--- src/rtl/fpga_spi_cmd_master_if.sv ---
// rtl/fpga_spi_cmd_master_if.sv - command handshake and SPI pin bundle for fpga_spi_cmd_master
interface fpga_spi_cmd_master_if;
  logic        cmd_valid;
  logic        cmd_ready;
  logic [15:0] cmd_word;
  logic        spck;
  logic        mosi;
  logic        ncs;
  logic        busy;
  logic        done;

  modport master (
    input  cmd_valid, cmd_word,
    output cmd_ready, spck, mosi, ncs, busy, done
  );

  modport slave (
    output cmd_valid, cmd_word,
    input  cmd_ready, spck, mosi, ncs, busy, done
  );
endinterface

--- src/rtl/fpga_spi_cmd_master.sv ---
// rtl/fpga_spi_cmd_master.sv - SPI mode-0 initiator sending 16-bit command words MSB first
module fpga_spi_cmd_master #(
  parameter int CLK_DIV  = 4,
  parameter int NCS_IDLE = 8
) (
  input  logic                  pck0,
  input  logic                  reset,
  fpga_spi_cmd_master_if.master bus
);

  typedef enum logic [2:0] {IDLE, SETUP, HIGH, LOW, TRAIL, GAP} state_t;

  localparam logic [7:0] DIV_LOAD = 8'(CLK_DIV - 1);
  localparam logic [7:0] GAP_LOAD = 8'(NCS_IDLE);

  state_t      state;
  logic [7:0]  cnt;
  logic [3:0]  bit_idx;
  logic [15:0] word_q;
  logic        trail_hold;
  logic        spck_q, mosi_q, ncs_q, busy_q, done_q, ready_q;
  logic        cnt_zero;
  logic [3:0]  next_idx;

  assign cnt_zero = (cnt == 8'd0);
  assign next_idx = bit_idx + 4'd1;

  assign bus.cmd_ready = ready_q;
  assign bus.spck      = spck_q;
  assign bus.mosi      = mosi_q;
  assign bus.ncs       = ncs_q;
  assign bus.busy      = busy_q;
  assign bus.done      = done_q;

  always_ff @(posedge pck0) begin
    if (reset) begin
      state      <= IDLE;
      cnt        <= 8'd0;
      bit_idx    <= 4'd0;
      word_q     <= 16'd0;
      trail_hold <= 1'b0;
      spck_q     <= 1'b0;
      mosi_q     <= 1'b0;
      ncs_q      <= 1'b1;
      busy_q     <= 1'b0;
      done_q     <= 1'b0;
      ready_q    <= 1'b0;
    end else begin
      done_q <= 1'b0;
      case (state)
        IDLE: begin
          if (ready_q && bus.cmd_valid) begin
            word_q     <= bus.cmd_word;
            mosi_q     <= bus.cmd_word[15];
            ncs_q      <= 1'b0;
            busy_q     <= 1'b1;
            ready_q    <= 1'b0;
            bit_idx    <= 4'd0;
            trail_hold <= 1'b0;
            cnt        <= DIV_LOAD;
            state      <= SETUP;
          end else begin
            ready_q <= 1'b1;
          end
        end
        SETUP: begin
          if (cnt_zero) begin
            spck_q <= 1'b1;
            cnt    <= DIV_LOAD;
            state  <= HIGH;
          end else begin
            cnt <= cnt - 8'd1;
          end
        end
        HIGH: begin
          if (cnt_zero) begin
            spck_q <= 1'b0;
            cnt    <= DIV_LOAD;
            if (bit_idx == 4'd15) begin
              mosi_q <= 1'b0;
              state  <= TRAIL;
            end else begin
              // bit index counts from the MSB, so ~idx selects bit 15-idx
              mosi_q  <= word_q[~next_idx];
              bit_idx <= next_idx;
              state   <= LOW;
            end
          end else begin
            cnt <= cnt - 8'd1;
          end
        end
        LOW: begin
          if (cnt_zero) begin
            spck_q <= 1'b1;
            cnt    <= DIV_LOAD;
            state  <= HIGH;
          end else begin
            cnt <= cnt - 8'd1;
          end
        end
        TRAIL: begin
          // Two half-periods: the low phase after bit 15, then the ncs hold-off.
          if (cnt_zero) begin
            if (!trail_hold) begin
              trail_hold <= 1'b1;
              cnt        <= DIV_LOAD;
            end else begin
              ncs_q  <= 1'b1;
              done_q <= 1'b1;
              cnt    <= GAP_LOAD;
              state  <= GAP;
            end
          end else begin
            cnt <= cnt - 8'd1;
          end
        end
        GAP: begin
          if (cnt_zero) begin
            ready_q <= 1'b1;
            busy_q  <= 1'b0;
            state   <= IDLE;
          end else begin
            cnt <= cnt - 8'd1;
          end
        end
        default: state <= IDLE;
      endcase
    end
  end

endmodule

--- src/flat_wrapper.sv ---
// flat-port wrapper written by rule: the top's interface ports become plain ports
module fpga_spi_cmd_master_flat 
#(
  parameter int CLK_DIV  = 4,
  parameter int NCS_IDLE = 8
)
  (pck0, reset, bus_cmd_valid, bus_cmd_word, bus_cmd_ready, bus_spck, bus_mosi, bus_ncs, bus_busy, bus_done);
  fpga_spi_cmd_master_if bus_i ();
  input  logic pck0;
  input  logic reset;
  input wire logic [$bits(bus_i.cmd_valid)-1:0] bus_cmd_valid;
  input wire logic [$bits(bus_i.cmd_word)-1:0] bus_cmd_word;
  output wire logic [$bits(bus_i.cmd_ready)-1:0] bus_cmd_ready;
  output wire logic [$bits(bus_i.spck)-1:0] bus_spck;
  output wire logic [$bits(bus_i.mosi)-1:0] bus_mosi;
  output wire logic [$bits(bus_i.ncs)-1:0] bus_ncs;
  output wire logic [$bits(bus_i.busy)-1:0] bus_busy;
  output wire logic [$bits(bus_i.done)-1:0] bus_done;
  assign bus_i.cmd_valid = bus_cmd_valid;
  assign bus_i.cmd_word = bus_cmd_word;
  assign bus_cmd_ready = bus_i.cmd_ready;
  assign bus_spck = bus_i.spck;
  assign bus_mosi = bus_i.mosi;
  assign bus_ncs = bus_i.ncs;
  assign bus_busy = bus_i.busy;
  assign bus_done = bus_i.done;
  fpga_spi_cmd_master #(.CLK_DIV(CLK_DIV), .NCS_IDLE(NCS_IDLE)) u_core (.pck0(pck0), .reset(reset), .bus(bus_i));
endmodule
--- config.mk ---
export PLATFORM = sky130hd
export DESIGN_NAME = fpga_spi_cmd_master_flat
export DESIGN_NICKNAME = d
export VERILOG_FILES = /design/src/rtl/fpga_spi_cmd_master_if.sv /design/src/rtl/fpga_spi_cmd_master.sv /design/src/flat_wrapper.sv
export SDC_FILE = /design/constraint.sdc
export NUM_CORES = 1
export LEC_CHECK = 0
export BUFFER_PORTS_ARGS = -buffer_cell sky130_fd_sc_hd__buf_2
export CORE_ASPECT_RATIO = 1.1
export CORE_MARGIN = 1.5
export CORE_UTILIZATION = 39
export DETAILED_ROUTE_END_ITERATION = 6
export SYNTH_ARGS = -nofsm -noshare
export SYNTH_HDL_FRONTEND = slang
export SYNTH_SLANG_ARGS = --single-unit
--- constraint.sdc ---
create_clock -name pck0 -period 2.07 [get_ports pck0]
set_clock_uncertainty 0.05 [all_clocks]
set_input_delay 0.621 -clock pck0 [delete_from_list [all_inputs] [get_ports pck0]]
set_output_delay 0.621 -clock pck0 [all_outputs]
set_load 0.05 [all_outputs]
; ---- Yosys cells after proc, flatten, opt, wreduce, memory -nomap -nowiden
; Cells that the tools add are included.
[classes]
eq_ne = 14
n_lt_le_gt_ge = 1
n_reduce_logical = 21
addsub = 2
bitwise = 3
n_mux = 37
[op_table]
columns = op, n
row1 = two-way mux 8 bit, 4
row2 = case mux 8 bit (4 select lines), 1
row3 = two-way mux 3 bit, 7
row4 = two-way mux 4 bit, 4
row5 = case mux 3 bit (5 select lines), 1
row6 = AND reduction 3 bit, 5
row7 = two-way mux 1 bit, 12
row8 = inequality test 2 x 1 -> 1 bit (second input constant), 6
row9 = case mux 1 bit (2 select lines), 6
row10 = zero test 8 bit, 1
row11 = case mux 4 bit (2 select lines), 1
row12 = AND reduction 4 bit, 2
row13 = nonzero test 2 bit, 4
row14 = subtractor 8 x 1 -> 8 bit (second input constant), 1
row15 = equality test 3 x 2 -> 1 bit (second input constant), 2
row16 = equality test 3 bit (second input constant), 2
row17 = AND reduction 6 bit, 1
row18 = OR reduction 3 bit, 2
row19 = less-than comparator 4 x 5 -> 1 bit (second input constant), 1
row20 = adder 4 x 1 -> 4 bit (second input constant), 1
row21 = binary-select mux 1 bit (select 4 bit), 1
row22 = equality test 4 bit (second input constant), 1
row23 = inequality test 2 bit (second input constant), 2
row24 = NOT 4 bit, 1
row25 = 7 further kinds, 9
[word_totals]
out_inout_bits = 6
reg_bits = 38
elab_cells = 89
in_bits = 19

; ---- Longest topological paths before layout
; Gate-level depths: netlist of run 1.
[logic_depth]
word_depth = 7
depth_mapped = 7
depth_no_buf = 7

; ---- Worst setup path before layout of run 1
; Ideal clock, no wire load.
[synth_path]
kind = reg2reg
startpoint = register u_core.ready_q (netlist: u_core.bus.cmd_ready)
endpoint = register u_core.bit_idx[3]
slack_ps = 203
path_stages_with_launch = 6
arrival_time_ps = 1689
path_cell_list = dfxtp_1 > nor4bb_1 > nand2_1 > a22o_1 > a22oi_1 > nor2_1
[synth_via]
elab_chain_cells = 3
[synth_lines]
columns = item, line
row1 = start: declaration, fpga_spi_cmd_master.sv:21  ; logic spck_q, mosi_q, ncs_q, busy_q, done_q, ready_q;
row2 = start signal: assignment, fpga_spi_cmd_master.sv:47  ; ready_q <= 1'b0;
row3 = start signal: assignment, fpga_spi_cmd_master.sv:57  ; ready_q <= 1'b0;
row4 = start signal: assignment, fpga_spi_cmd_master.sv:63  ; ready_q <= 1'b1;
row5 = logical AND 1 bit, fpga_spi_cmd_master.sv:52  ; if (ready_q && bus.cmd_valid) begin
row6 = inequality test 2 x 1 -> 1 bit (no source line), --
row7 = AND reduction 4 bit (no source line), --
row8 = end signal: assignment, fpga_spi_cmd_master.sv:85  ; bit_idx <= next_idx;
row9 = end: declaration, fpga_spi_cmd_master.sv:18  ; logic [3:0] bit_idx;
; No other way between the ends.
; A chain may end at the register's enable or synchronous reset.

; ---- Final worst setup path of run 1
[layout_path]
startpoint = register u_core.cnt[0]
endpoint = register u_core.cnt[7]
[layout_via]
elab_chain_cells = 3
elab_cells_between_ends = 8
[layout_lines]
columns = item, line
row1 = start: declaration, fpga_spi_cmd_master.sv:17  ; logic [7:0] cnt;
row2 = start signal: assignment, fpga_spi_cmd_master.sv:72  ; cnt <= cnt - 8'd1;
row3 = start signal: assignment, fpga_spi_cmd_master.sv:89  ; cnt <= cnt - 8'd1;
row4 = start signal: assignment, fpga_spi_cmd_master.sv:98  ; cnt <= cnt - 8'd1;
row5 = subtractor 8 x 1 -> 8 bit / zero test 8 bit (equally long branches), --
row6 = two-way mux 8 bit (tied with other cells), fpga_spi_cmd_master.sv:118  ; if (cnt_zero) begin
row7 = case mux 8 bit (4 select lines) / AND reduction 3 bit (equally long branches), --
; Parallel ways exist; a longest one is shown, timed or not. The select of a mux whose other input is x is not followed.

==> flow_summary.rst, run 1 <==
.. list-table::
   :header-rows: 1

   * - Metric
     - Value
   * - Net count, final
     - 283
   * - Critical R2R Launch
     - u_core.cnt[0]
   * - Die height
     - 75.6 um
   * - Synthesized area per cell
     - 8.30 um^2
   * - Via count of the first global-routing pass
     - 1607
   * - Startpoint Class
     - flip-flop
   * - Routed WL per cell
     - 14.2 um
   * - Critical-path top delay cell
     - sky130_fd_sc_hd__o32a_1
   * - Leading cell types in the layout, fill and taps excluded
     - 42 x sky130_fd_sc_hd__nand2_1, 38 x sky130_fd_sc_hd__dfxtp_1, 25 x sky130_fd_sc_hd__a21oi_1
   * - # diodes
     - 0
   * - Global routing met3 resource utilization
     - 0.0443
   * - Largest cells by area after synthesis
     - sky130_fd_sc_hd__dfxtp_1 41%, sky130_fd_sc_hd__nand2_1 8.4%, sky130_fd_sc_hd__a21oi_1 6.7%
   * - Internal power
     - 0.00186 W
   * - Met1 track demand over resource
     - 0.257
   * - Crit path launch
     - u_core.cnt[0]
   * - Count of endpoints failing hold in the final timing report
     - 0
   * - Sequential cell fraction of total power
     - 0.323
   * - Transition time at the pin with the least slew margin
     - 0.489 ns
   * - Clock network fraction of design power
     - 0.178
   * - Delay of the slowest critical-path stage
     - 0.36 ns
   * - Kind of cell adding the most delay to the critical path
     - compound AO/OA/AOI/OAI gates
   * - Post-CTS clock slew at the launch and capture registers of the worst setup and hold paths
     - 0.09 ns
   * - Count of TritonRoute iterations in the first routing pass
     - 4
   * - Die W
     - 69.0 um
   * - Yosys cell types
     - 48
   * - Row cnt
     - 26
   * - Biggest fanout along the worst timing path
     - 5
   * - Tightest Hold Check Type
     - reg2reg
   * - TritonCTS clock tree
     - done
   * - Worst path required time
     - 2.27 ns
   * - Unrepaired setup endpoints after global routing
     - no
   * - CTS Buf Count
     - 5
   * - Std-Cell Core Area
     - 4620 um^2
   * - Number of I/O pins
     - 25
   * - Die ar.
     - 5210 um^2
   * - Combined global-route utilization of all metal layers
     - 0.200
   * - Count of flip-flops with a built-in enable after synthesis
     - 0
   * - Share of the synthesized area in the top cell type
     - 0.407
   * - Max Cap Viol
     - 0
   * - Post-layout minimum cycle time
     - 1.89 ns
   * - Worst VDD drop
     - 0.565 mV
   * - Slew margin rel.
     - 0.672
   * - Outcome
     - finished, final reports clean
   * - Post-Synthesis Cell Area
     - 1870 um^2
   * - Instance area at placement
     - 2160 um^2
   * - Worst Path Arrival
     - 2.09 ns
   * - Setup crit end kind
     - flip-flop
   * - Dominant synthesized flop cell
     - sky130_fd_sc_hd__dfxtp_1
   * - Maximum number of pins on one net before global-route repair
     - 26
   * - Final wirelength
     - 4530 um
   * - Antenna violations before repair
     - 0
   * - Combinational power share
     - 0.499
   * - Clock Latency Late Sink
     - 0.30 ns
   * - Total Neg Setup Slack
     - 0 ns
   * - FILL cells
     - 473
   * - Net switching share of the total power
     - 0.415
   * - Share of the cycle needed by the critical path after routing
     - 0.913
   * - Fmax achieved
     - 0.529 GHz
   * - Port-buffer cells
     - 24
   * - Sequential cell area fraction in the yosys report
     - 0.407
   * - Count of endpoints failing setup in the final report
     - 0
   * - Share of cells above drive strength 1
     - 0.243
   * - Leakage
     - 0.922 nW
   * - PD cells
     - 1400 nW/um^2
   * - Global-route met2 utilization
     - 0.310
   * - Critical path class
     - reg2reg
   * - Crit path buf inv count
     - 2
   * - Total number of H-tree levels
     - 2
   * - First-pass GRT wire length
     - 7640 um
   * - Maximum clock insertion buffer count
     - 2
   * - Number of warnings issued by yosys
     - 0
   * - Switching component of the power
     - 0.00132 W
   * - Final GP Congestion
     - 0.884
   * - Area delta synth->final
     - 21.4%
   * - Clock Root Buffer
     - sky130_fd_sc_hd__clkbuf_8
   * - Post-route cell area
     - 2270 um^2
   * - Count of vias placed by the detailed router
     - 1729
   * - Cell taking the most area after synthesis
     - sky130_fd_sc_hd__dfxtp_1
   * - Post-Synthesis Net Count
     - 246
   * - Async set-or-reset flop fraction in the synthesized netlist
     - 0
   * - Via-to-Cell Ratio
     - 5.42
   * - Final count of pins violating max slew
     - 0
   * - GRT busiest layer
     - met2
   * - Effective utilization at floorplan
     - 0.404
   * - Clock tree sinks
     - 38
   * - DP Wirelength
     - 3270 um
   * - Number of synthesized register bits
     - 38
   * - Leading cell type in the layout, fill and taps excluded
     - sky130_fd_sc_hd__nand2_1
   * - Cell-by-cell trace of the critical path
     - inv_1, ha_1, nor3b_4, buf_4, and3_1, o21a_1, o32a_1, nor2_1
   * - DRC violations left
     - 0
   * - Overflow left after global routing
     - 0
   * - DR iter-0 viols
     - 136
   * - Number of buffers inserted by hold repair at cts
     - 0
   * - Hold Startpoint
     - u_core.word_q[13]
   * - Routed Antenna Nets
     - 0
   * - Synth Instances
     - 225
[path summary, 6_finish.rpt]
kind	cells after the start	to	slack (ns)
hold reg to reg	2	u_core.word_q[13]	0.41
setup reg to reg	8	u_core.cnt[7]	0.18
hold / removal	2	u_core.word_q[13]	0.41
setup / recovery	8	u_core.cnt[7]	0.18
[worst register-to-register path: cells and delay by family (launching register included)]
family	cells	cell delay, ns
AND/OR/NAND/NOR	3	0.46
buffers and inverters	2	0.21
flip-flops	1	0.34
adder cells (fa/ha/maj)	1	0.23
AO/OA/AOI/OAI	2	0.56
[timing repair]
item	CTS	global route
gates resized for setup	0	1
buffers inserted	0	1
endpoints found under the setup margin	0	13
hold endpoints to repair	0	0
[cell usage after synthesis, types with 3 or more instances]
master and count:
sky130_fd_sc_hd__buf_2 4, sky130_fd_sc_hd__nand2_1 42, sky130_fd_sc_hd__clkbuf_1 10, sky130_fd_sc_hd__a31oi_1 6, sky130_fd_sc_hd__and3_1 5, sky130_fd_sc_hd__nor2_1 21, sky130_fd_sc_hd__dfxtp_1 38, sky130_fd_sc_hd__xor2_1 5
sky130_fd_sc_hd__o21ai_0 3, sky130_fd_sc_hd__inv_1 7, sky130_fd_sc_hd__nand3_1 5, sky130_fd_sc_hd__a21oi_1 25, sky130_fd_sc_hd__mux4_2 4, sky130_fd_sc_hd__a22oi_1 6, sky130_fd_sc_hd__nor3_1 5
[cell families (layout without fill, tap and decap cells)]
family / after synthesis / in the layout / share of synthesized area
buffers and inverters: 21 / 59 / 0.0449
xor gates and xnor gates: 6 / 6 / 0.0281
and+or+nand+nor: 93 / 93 / 0.238
AOI/OAI and AO/OA: 59 / 59 / 0.208
muxes: 6 / 6 / 0.0596
DFF: 38 / 38 / 0.407
adders and majority gates: 2 / 2 / 0.0134
[metrics by stage]
step | cells | power (W) | worst slack (ns) | hold WS, ns | util
2_1_floorplan | 225 | 0.00205 | 0.203 | 0.383 | -
3_3_place_gp | 310 | 0.00258 | 0.102 | 0.387 | 0.467
3_5_place_dp | 310 | 0.00256 | 0.136 | 0.394 | 0.467
4_1_cts | 318 | 0.00313 | 0.121 | 0.408 | 0.488
5_1_grt | 319 | 0.00342 | 0.0124 | 0.428 | 0.491
6_report | 319 | 0.00318 | 0.181 | 0.406 | 0.491
[power by group through the flow]
stage | Sequential [W] | Clock [W] | Combinational (W)
3_5_place_dp | 0.00104 | 0 | 0.00152
4_1_cts | 0.00102 | 0.000577 | 0.00153
6_report | 0.00103 | 0.000565 | 0.00159
3_3_place_gp | 0.00104 | 0 | 0.00154
5_1_grt | 0.00105 | 0.000606 | 0.00177
2_1_floorplan | 0.00110 | 0 | 0.000951
[area by class of cell]
cell class | count | area, um^2 | area share
sequential | 38 | 761 | 0.335
tap | 56 | 70.1 | 0.0309
inverter | 7 | 26.3 | 0.0116
clock buffer | 6 | 82.6 | 0.0364
clock inverter | 2 | 16.3 | 0.00717
timing repair buffer | 44 | 283 | 0.125
multi-input combinational | 166 | 1030 | 0.454
[sequential cells by signal (all words and copies together), names as in the netlist]
register	flops
u_core.state	3
u_core.cnt	8
u_core.bus.ncs	1
u_core.bus.spck	1
u_core.bus.cmd_ready	1
u_core.bus.done	1
u_core.bit_idx	4
u_core.bus.busy	1
u_core.word_q	16
u_core.trail_hold	1
u_core.bus.mosi	1
[per-layer routing]
metal / vias to the layer above / routed length [um]
li1: 875 / -
met1: 778 / 2030
met2: 60 / 2110
met3: 16 / 233
met4: 0 / 150
met5: - / 0
Power figures use the tool's default switching activity.
==> inputs of run 2 (changes only) <==
--- a/config.mk
+++ b/config.mk
@@ -8,7 +8,7 @@
 export BUFFER_PORTS_ARGS = -buffer_cell sky130_fd_sc_hd__buf_2
 export CORE_ASPECT_RATIO = 1.1
 export CORE_MARGIN = 1.5
-export CORE_UTILIZATION = 39
+export CORE_UTILIZATION = 30
 export DETAILED_ROUTE_END_ITERATION = 6
 export SYNTH_ARGS = -nofsm -noshare
 export SYNTH_HDL_FRONTEND = slang
==> run 2 against run 1 <==
- non-clock buffer count decreased by 4
- core utilization is 10 points lower
- worst hold slack got worse by 0.0014 ns
- routed wire length fell by 3.1%
- sequential share of layout area down 0.055 points
- maximum frequency decreased by 1.8%
- cell count is 5.3% higher
- global-route usage is 6.4 points lower
- critical path depth decreased by 1
- first-iteration DRC count down 73%
==> flow_summary.rst, run 2 (same netlist as run 1, synthesis figures left out) <==
.. list-table::
   :header-rows: 1

   * - Metric
     - Value
   * - Instance area at placement
     - 2150 um^2
   * - Fmax achieved
     - 0.520 GHz
   * - DR iter-0 viols
     - 37
   * - First-pass GRT wire length
     - 7130 um
   * - Leading cell type in the layout, fill and taps excluded
     - sky130_fd_sc_hd__nand2_1
   * - Die W
     - 78.2 um
   * - Biggest fanout along the worst timing path
     - 7
   * - Outcome
     - finished, final reports clean
   * - Row cnt
     - 29
   * - Max Cap Viol
     - 0
   * - Critical R2R Launch
     - u_core.cnt[1]
   * - Antenna violations before repair
     - 0
   * - Critical-path top delay cell
     - sky130_fd_sc_hd__nor3b_4
   * - Maximum clock insertion buffer count
     - 2
   * - Slew margin rel.
     - 0.660
   * - Crit path buf inv count
     - 1
   * - # Post-CTS Setup Buffers
     - 0
   * - Cell-by-cell trace of the critical path
     - inv_1, ha_1, nor3b_4, and2_0, and3_1, a21oi_1, o221a_2
   * - Clock Root Buffer
     - sky130_fd_sc_hd__clkbuf_8
   * - Post-CTS clock slew at the launch and capture registers of the worst setup and hold paths
     - 0.08 ns
   * - Kind of cell adding the most delay to the critical path
     - simple AND/OR/NAND/NOR gates
   * - Via count of the first global-routing pass
     - 1547
   * - Clock tree sinks
     - 38
   * - Share of the cycle needed by the critical path after routing
     - 0.930
   * - Startpoint Class
     - flip-flop
   * - Maximum number of pins on one net before global-route repair
     - 28
   * - Biggest registers after layout
     - u_core.word_q (16), u_core.cnt (8), u_core.bit_idx (4)
   * - Post-layout minimum cycle time
     - 1.92 ns
   * - Hold slack
     - 0.405 ns
   * - Overflow left after global routing
     - 0
   * - Die height
     - 85.8 um
   * - Final wirelength
     - 4390 um
   * - Hold Startpoint
     - u_core.word_q[12]
   * - Count of endpoints failing setup in the final report
     - 0
   * - DP Wirelength
     - 3180 um
   * - Die ar.
     - 6710 um^2
   * - Leakage
     - 0.901 nW
   * - Delay of the slowest critical-path stage
     - 0.37 ns
   * - Std-Cell Core Area
     - 5880 um^2
   * - Worst Path Arrival
     - 2.07 ns
   * - DRC violations left
     - 0
   * - Clock Latency Late Sink
     - 0.30 ns
   * - Worst path required time
     - 2.22 ns
   * - PD cells
     - 1400 nW/um^2
   * - Via-to-Cell Ratio
     - 5.12
   * - Routed Antenna Nets
     - 0
   * - Net count, final
     - 279
   * - Port-buffer cells
     - 24
   * - Number of I/O pins
     - 25
   * - Unrepaired setup endpoints after global routing
     - no
   * - Final GP Congestion
     - 0.855
   * - Transition time at the pin with the least slew margin
     - 0.509 ns
   * - Leading cell types in the layout, fill and taps excluded
     - 42 x sky130_fd_sc_hd__nand2_1, 38 x sky130_fd_sc_hd__dfxtp_1, 25 x sky130_fd_sc_hd__a21oi_1
   * - CTS Buf Count
     - 5
   * - Worst VDD drop
     - 0.647 mV
   * - Total number of H-tree levels
     - 2
   * - Setup crit end kind
     - flip-flop
   * - # diodes
     - 0
   * - Routed WL per cell
     - 13.1 um
   * - Share of cells above drive strength 1
     - 0.236
   * - Crit path launch
     - u_core.cnt[1]
   * - Tightest Hold Check Type
     - reg2reg
   * - Count of endpoints failing hold in the final timing report
     - 0
   * - Total Neg Setup Slack
     - 0 ns
   * - Max reg flops
     - 16
   * - Final count of pins violating max slew
     - 0
   * - Area delta synth->final
     - 21.6%
   * - Effective utilization at floorplan
     - 0.318
   * - Internal reg-to-reg setup slack
     - 0.15 ns
   * - Count of TritonRoute iterations in the first routing pass
     - 4
   * - Critical path class
     - reg2reg
   * - Largest register by flop count
     - u_core.word_q
   * - TritonCTS clock tree
     - done
   * - Count of vias placed by the detailed router
     - 1720
   * - Combined global-route utilization of all metal layers
     - 0.136
   * - FILL cells
     - 627
   * - Post-route cell area
     - 2270 um^2
run 2: area by class of cell:
class / instances / area, um^2 / area share
inverter: 7 / 26.3 / 0.0116
sequential: 38 / 761 / 0.335
multi-input combinational: 166 / 1030 / 0.455
timing repair buffer: 40 / 240 / 0.106
clock inverter: 3 / 45.0 / 0.0198
clock buffer: 5 / 68.8 / 0.0303
tap: 77 / 96.3 / 0.0424
run 2: power by group:
group          leakage, nW  switching, W  internal, W
Clock               0.0504      0.000290     0.000359
Combinational        0.541      0.000858     0.000635
Sequential           0.310      0.000145     0.000886
Total                0.901       0.00129      0.00188
run 2: final timing paths:
kind,to,depth (start not counted)
worst max register to register,u_core.cnt[1],7
worst min register to register,u_core.word_q[12],2
worst max-delay path,u_core.cnt[1],7
worst min-delay path,u_core.word_q[12],2
run 2: worst register-to-register path: stages (launching register included):
cell and delay [ns]:
sky130_fd_sc_hd__dfxtp_1 0.35, sky130_fd_sc_hd__inv_1 0.06, sky130_fd_sc_hd__ha_1 0.20, sky130_fd_sc_hd__nor3b_4 0.37, sky130_fd_sc_hd__and2_0 0.33, sky130_fd_sc_hd__and3_1 0.20, sky130_fd_sc_hd__a21oi_1 0.04, sky130_fd_sc_hd__o221a_2 0.23
run 2: timing repair:
| item | CTS | global route |
|---|---|---|
| setup endpoints to repair | 0 | 12 |
| resized for setup | 0 | 2 |
| hold buffers | 0 | 0 |
run 2: layer usage:
layer  global-route usage  wire length, um
met5                    0                0
met4               0.0617               78
met3               0.0351              195
met2                0.206             1980
met1                0.183             2140
run 2: stage by stage:
step                setup WS [ns]  utilization  cells  total power [W]
finish                      0.146        0.387    336          0.00317
global route               0.0489        0.387    336          0.00339
CTS                        0.0337        0.385    336          0.00315
detailed placement         0.0629        0.365    328          0.00249
global placement            0.102        0.365    328          0.00250
floorplan                   0.203            -    225          0.00205
